## src/rtl/bcd_conv_arbiter.sv

```systemverilog
// bcd_conv_arbiter: round-robin arbiter sharing one binary-to-BCD converter among NUM_CH channels,
// with per-channel result storage and a sticky converter timeout flag.
module bcd_conv_arbiter #(
    parameter int NUM_CH       = 4,
    parameter int CONV_TIMEOUT = 64
) (
    input  logic                     clk,
    input  logic                     rst,
    input  logic [NUM_CH-1:0]        req,
    input  logic [16*NUM_CH-1:0]     din_flat,
    output logic                     conv_start,
    output logic [15:0]              conv_din,
    input  logic                     conv_done1,
    input  logic [19:0]              conv_out,
    output logic [NUM_CH-1:0]        gnt,
    output logic [NUM_CH-1:0]        ack,
    output logic [20*NUM_CH-1:0]     bcd_flat,
    output logic                     busy,
    output logic                     timeout_err
);
    localparam int LW = $clog2(NUM_CH);
    localparam int CW = $clog2(CONV_TIMEOUT + 1);
    localparam logic [1:0] IDLE = 2'd0, ISSUE = 2'd1, CAPTURE = 2'd2, RELEASE = 2'd3;

    logic [1:0]        state_q, state_d;
    logic [LW-1:0]     last_q, last_d, sel_q, sel_d, pick;
    logic              found;
    logic [NUM_CH-1:0] gnt_q, gnt_d;
    logic [15:0]       din_q, din_d;
    logic [CW-1:0]     cnt_q, cnt_d;
    logic              err_q, err_d;
    logic [19:0]       bcd_q [NUM_CH];

    // first requester after the last served channel, wrapping around
    always_comb begin
        found = 1'b0;
        pick  = '0;
        for (int k = 1; k <= NUM_CH; k++) begin
            int j;
            j = int'(last_q) + k;
            if (j >= NUM_CH) j -= NUM_CH;
            if (!found && req[j]) begin
                found = 1'b1;
                pick  = LW'(j);
            end
        end
    end

    always_comb begin
        state_d = state_q;
        last_d  = last_q;
        sel_d   = sel_q;
        gnt_d   = gnt_q;
        din_d   = din_q;
        cnt_d   = cnt_q;
        err_d   = err_q;
        case (state_q)
            IDLE: if (found && !conv_done1) begin
                state_d = ISSUE;
                sel_d   = pick;
                gnt_d   = NUM_CH'(1) << pick;
                din_d   = din_flat[16*pick +: 16];
                cnt_d   = '0;
            end
            ISSUE: if (conv_done1) begin
                state_d = CAPTURE;
            end else if (cnt_q == CW'(CONV_TIMEOUT - 1)) begin
                state_d = RELEASE;
                err_d   = 1'b1;
                last_d  = sel_q;
            end else begin
                cnt_d = cnt_q + 1'b1;
            end
            CAPTURE: begin
                state_d = RELEASE;
                last_d  = sel_q;
            end
            default: if (!conv_done1) begin
                state_d = IDLE;
                gnt_d   = '0;
            end
        endcase
    end

    always_ff @(posedge clk or posedge rst) begin
        if (rst) begin
            state_q <= IDLE;
            last_q  <= LW'(NUM_CH - 1);
            sel_q   <= '0;
            gnt_q   <= '0;
            din_q   <= '0;
            cnt_q   <= '0;
            err_q   <= 1'b0;
            for (int i = 0; i < NUM_CH; i++) bcd_q[i] <= '0;
        end else begin
            state_q <= state_d;
            last_q  <= last_d;
            sel_q   <= sel_d;
            gnt_q   <= gnt_d;
            din_q   <= din_d;
            cnt_q   <= cnt_d;
            err_q   <= err_d;
            if (state_q == CAPTURE) bcd_q[sel_q] <= conv_out;
        end
    end

    for (genvar g = 0; g < NUM_CH; g++) begin : g_bcd
        assign bcd_flat[20*g +: 20] = bcd_q[g];
    end

    assign conv_start  = state_q == ISSUE;
    assign conv_din    = din_q;
    assign gnt         = gnt_q;
    assign ack         = state_q == CAPTURE ? gnt_q : '0;
    assign busy        = state_q != IDLE;
    assign timeout_err = err_q;
endmodule

```

## config.mk

```make
export PLATFORM = sky130hd
export DESIGN_NAME = bcd_conv_arbiter
export DESIGN_NICKNAME = d
export VERILOG_FILES = /design/src/rtl/bcd_conv_arbiter.sv
export SDC_FILE = /design/constraint.sdc
export NUM_CORES = 1
export LEC_CHECK = 0
export CORE_MARGIN = 3
export CORE_UTILIZATION = 44
export CTS_BUF_LIST = sky130_fd_sc_hd__clkbuf_4 sky130_fd_sc_hd__clkbuf_8 sky130_fd_sc_hd__clkbuf_16
export DETAILED_ROUTE_END_ITERATION = 10
export PLACE_DENSITY_LB_ADDON = 0.25
export SLEW_MARGIN = 20
export SYNTH_ARGS = -nofsm -noshare
export SYNTH_HDL_FRONTEND = slang
export SYNTH_SLANG_ARGS = --single-unit
```

## constraint.sdc

```tcl
create_clock -name clk -period 4.45 [get_ports clk]
set_input_delay 0.89 -clock clk [delete_from_list [all_inputs] [get_ports clk]]
set_output_delay 0.89 -clock clk [all_outputs]
set_load 0.03 [all_outputs]
```

# [Word-level counts from Yosys, hierarchy flattened]
# Index checks and enable logic that the tools add are counted.
[classes] eq_ne=10 div=0 shifts=2 n_reduce_logical=20 n_mul=0 bitwise_logic=3 magnitude_cmp=10 add_sub_neg=9 n_mux=43
[op_table] operator="32-bit by 4-bit < comparator with 1-bit output (second input constant)" n=4
[op_table] operator="32-bit 2-to-1 mux" n=4
[op_table] operator="80-bit bitwise mux" n=1
[op_table] operator="64-bit by 7-bit indexed part select with 16-bit output" n=1
[op_table] operator="20-bit demux with 2-bit select" n=1
[op_table] operator="7-bit 2-to-1 mux" n=3
[op_table] operator="2-bit 2-to-1 mux" n=10
[op_table] operator="20-bit 2-to-1 mux" n=1
[op_table] operator="7-bit case mux with 2 select lines" n=1
[op_table] operator="3-bit >= comparator (second input constant)" n=4
[op_table] operator="1-bit 2-to-1 mux" n=12
[op_table] operator="4-bit 2-to-1 mux" n=3
[op_table] operator="3-bit AND reduction" n=4
[op_table] operator="3-bit by 3-bit subtractor with 4-bit output (second input constant)" n=3
[op_table] operator="1-bit binary-select mux with 2-bit select" n=4
[op_table] operator="4-bit case mux with 2 select lines" n=1
[op_table] operator="7-bit by 1-bit adder with 7-bit output (second input constant)" n=1
[op_table] operator="7-bit by 6-bit equality test with 1-bit output (second input constant)" n=1
[op_table] operator="2-bit by 2-bit adder with 3-bit output (second input constant)" n=2
[op_table] operator="2-bit != test (second input constant)" n=3
[op_table] operator="2-bit case mux with 3 select lines" n=1
[op_table] operator="2-bit nonzero test" n=3
[op_table] operator="1-bit logical AND" n=5
[op_table] operator="4-bit by 3-bit subtractor with 5-bit output (second input constant)" n=1
[op_table] operator="18 further kinds" n=23
[totals] n_memories=0 rom_bits=0 reg_bits=114 word_cells=108 in_bits=91 latch_bits=0 output_inout_bits=107 ram_bits=0

# [Logic depth before layout (Yosys ltp)]
[logic_depth] word_depth=19 depth_mapped=8 depth_no_buf=6

# [Worst setup path after synthesis]
# OpenSTA, ideal clock, no wires.
[synth_timing] kind="input-to-reg" startpoint="input req[1]" endpoint="register din_q[0] (netlist: conv_din[0])" t_required_ns=4.322 n_path_buf=3 path_stages=8 setup_ns=0.128 arrival_ns=1.996 slack_ns=2.326 path_cell_list="buf_2 > nand2b_1 > a21o_1 > o311ai_1 > buf_6 > buf_6 > mux2i_1 > o22ai_1"
[synth_between] elab_chain_len=15 elab_cells_between_ends=29 cone_classes="shift: 1; mux: 20; reduce/logical: 8"
[synth_rtl] item="start: declaration" line_no="9" rtl="input logic [NUM_CH-1:0] req,"
[synth_rtl] item="branches (longest 15 deep; another with 1-bit binary-select mux with 2-bit select)"
[synth_rtl] item="end signal: assignment" line_no="100" rtl="din_q <= din_d;"
[synth_rtl] item="end: declaration" line_no="29" rtl="logic [15:0] din_q, din_d;"
# Parallel ways; which one is timed is not known. The select of a mux whose other input is x is not followed.
# A chain may end at the register's enable or synchronous reset.

# [Worst setup path after layout]
[layout_timing] startpoint="register state_q[1]" endpoint="output conv_start"
[layout_between] elab_chain_len=1
[layout_rtl] item="start: declaration" line_no="25" rtl="logic [1:0] state_q, state_d;"
[layout_rtl] item="start signal: assignment" line_no="96" rtl="state_q <= state_d;"
[layout_rtl] item="2-bit by 1-bit equality test with 1-bit output" line_no="111" rtl="assign conv_start = state_q == ISSUE;"
[layout_rtl] item="end: declaration" line_no="11" rtl="output logic conv_start,"
# Every way passes these cells.

==> results.ini <==
[floorplanning]
num_rows=38
ios=198
core_area_sq_mm=0.0111
dieWidth_um=114
die_area_sq_mm=0.0130
fp.dieH_um=114
start_util_pct=46.1

[worst_setup_path]
worstReg2RegEnd=conv_din[3]
cp-end-kind=output pin
arrival_ns=2.19
reg2reg_depth=6
crit_fanout=15
reg2reg_setup_slack_ns=2.20
start_kind=flip-flop
required_ns=3.56
worstReg2RegStart=state_q[1]
critical_path_class=flip-flop to output pin

[grt]
grt_usage_pct=23.5
grt-ovfl-total=0
met1_usage_pct=27.1
grt_pass1_vias=4476
grt_start_max_net_pins=72
grt_busiest_layer=met2
gr-usage-met2_pct=39.7
use_met3_pct=10.4
grt_pass1_wl_um=23500
antenna_found_initial=0

[pwr]
ir_drop_v=0.000509
power.density_mw_per_mm2=827
leakage_nw=3.27
total_power_mw=6.49

[outcome]
status=finished clean

[layout]
nets=697
diodes=0
finish.utilization_pct=70.5
area_delta_synth_final_pct=52.9
layout_commonest_cell=clkdlybuf4s50_1
final_cell_mix=clkdlybuf4s50_1 (197), dfrtp_1 (112), mux2_2 (83), o21ai_0 (22), nor2_1 (21)
drive_above_1_share_pct=23.1
fillCellCount=790
final_cells=754
final_area_sq_mm=0.00785

[sta]
slew_headroom_pct=39.9
final_max_slew_viol_count=0
setup_viol=0
hold_viol=0
fin_crit_ns=3.08
holdWs_ns=0.469
fmax_ghz=0.325
period_share_pct=69.2
worstMarginPinSlew_ns=0.902
fin_setup_tns_ns=0
timing.clock.skew_ns=0.0140
rsz0062_at_grt=no
fin_ws_ns=1.37

[drt]
wire_per_inst_um=20.0
drtAntennaViolNets=0
vias=4113
drtIter0Drc=346
wl_um=15100
dr.pass1.iters=5
post-route-drc-count=0
via_per_inst=5.45

[hold_path]
min_delay_path_depth=2
min_to=timeout_err
hp-start=timeout_err
hp-class=flip-flop to flip-flop

[clock_network]
tritoncts=built
cts.clk_slew.worst_paths_ns=0.05
clockRootBuffer=clkbuf_16
cts_buffer_depth=2
clock-sinks=114
hold_buffers=0
cts_buffers=17
clk-insertion-delay-late_ns=0.40
cts-htree-levels=4
postCtsSetupRepairBufs=0
cts_resized=0

[synthesis]
ys_seq_elements=114
avgSynthCellArea_sq_um=12.9
synth_area_sq_mm=0.00513
synth_seq_area_share_pct=55.6
synth.distinct_cells=48
synthFlopType=dfrtp_1
synth_fp_nets=495
syn_inst=399
synth_edf_count=0
yosysWarnings=0
ys_async_sr_fraction_pct=100

[place]
io_buffers=197
dp_cells=720
post-place-ws_ns=1.16
dp_hpwl_um=10600
placed_area_sq_mm=0.00724
place_congestion=0.896

[flow_run]
drv_cap=0

## routing by layer
metal  wire [um]  vias up  part of all wire (%)
li1            -     1890                     -
met1        5770     2048                    38
met2        7730      168                    51
met3        1520        7                    10
met4          98        0                  0.65
met5           0        -                     0
## worst max path at each step
stage | from | end | slack, ns | cells after the start
3_3_place_gp | req[3] | gnt[2] | 1.29 | 5
5_1_grt | state_q[1] | conv_start | 1.24 | 3
4_1_cts | state_q[1] | conv_start | 1.35 | 3
2_1_floorplan | rst | bcd_flat[0] | 0.55 | 1
6_report | state_q[1] | conv_start | 1.37 | 3
3_5_place_dp | req[3] | conv_din[13] | 1.16 | 5
## layout make-up
type / instances / area [sq um] / area share (%)
sequential: 114 / 2860 / 36.4
multi-input combinational: 257 / 2180 / 27.7
timing repair buffer: 205 / 2040 / 26.0
clock buffer: 21 / 462 / 5.88
tap: 140 / 175 / 2.23
clock inverter: 11 / 113 / 1.43
inverter: 6 / 25.0 / 0.319
## cell usage after synthesis (all sizes together), types with 2 or more instances
| cell type | instances | area (sq um) |
|---|---|---|
| dfrtp | 112 | 2800 |
| mux2 | 83 | 935 |
| o21ai | 30 | 150 |
| nor2 | 21 | 78.8 |
| o22ai | 18 | 113 |
| a221oi | 16 | 165 |
| mux2i | 16 | 160 |
| nand2 | 14 | 55.1 |
| clkbuf | 12 | 45.0 |
| buf | 10 | 67.6 |
| and2 | 7 | 43.8 |
| inv | 6 | 22.5 |
| ha | 5 | 62.6 |
| a22o | 4 | 35.0 |
| nand2b | 4 | 25.0 |
| nand3 | 4 | 20.0 |
| a21o | 3 | 22.5 |
| nor3 | 3 | 25.0 |
| o211a | 3 | 30.0 |
| a211oi | 2 | 27.5 |
| dfstp | 2 | 52.6 |
| nand3b | 2 | 15.0 |
| nor2b | 2 | 12.5 |
| o31ai | 2 | 15.0 |
| o41ai | 2 | 17.5 |
| or2 | 2 | 15.0 |
## power by group
| part | switching (mW) | leakage [nW] | internal, mW |
|---|---|---|---|
| clock | 0.458 | 0.283 | 0.849 |
| sequential | 0.315 | 1.33 | 1.54 |
| combinational | 1.82 | 1.66 | 1.52 |
## state kept, by name, indices dropped and copies added, names as in the netlist
| name | cells |
|---|---|
| bcd_flat | 80 |
| conv_din | 16 |
| cnt_q | 7 |
| gnt | 4 |
| last_q | 2 |
| sel_q | 2 |
| state_q | 2 |
| timeout_err | 1 |
## cell families (layout without fill, tap and decap cells)
logic type | after synthesis | count (layout) | synth area share (%)
flops | 114 | 114 | 55.6
mux | 99 | 99 | 21.3
compound gates | 89 | 89 | 12.7
simple gates | 64 | 64 | 6.53
buf+inv | 28 | 243 | 2.63
fa+ha+maj | 5 | 5 | 1.22
## critical path: stages, from the launching register on
cell and delay [ns]:
dfrtp_1 0.41, inv_1 0.11, ha_1 0.50, clkdlybuf4s50_1 0.78
(Power assumes the default switching activity.)
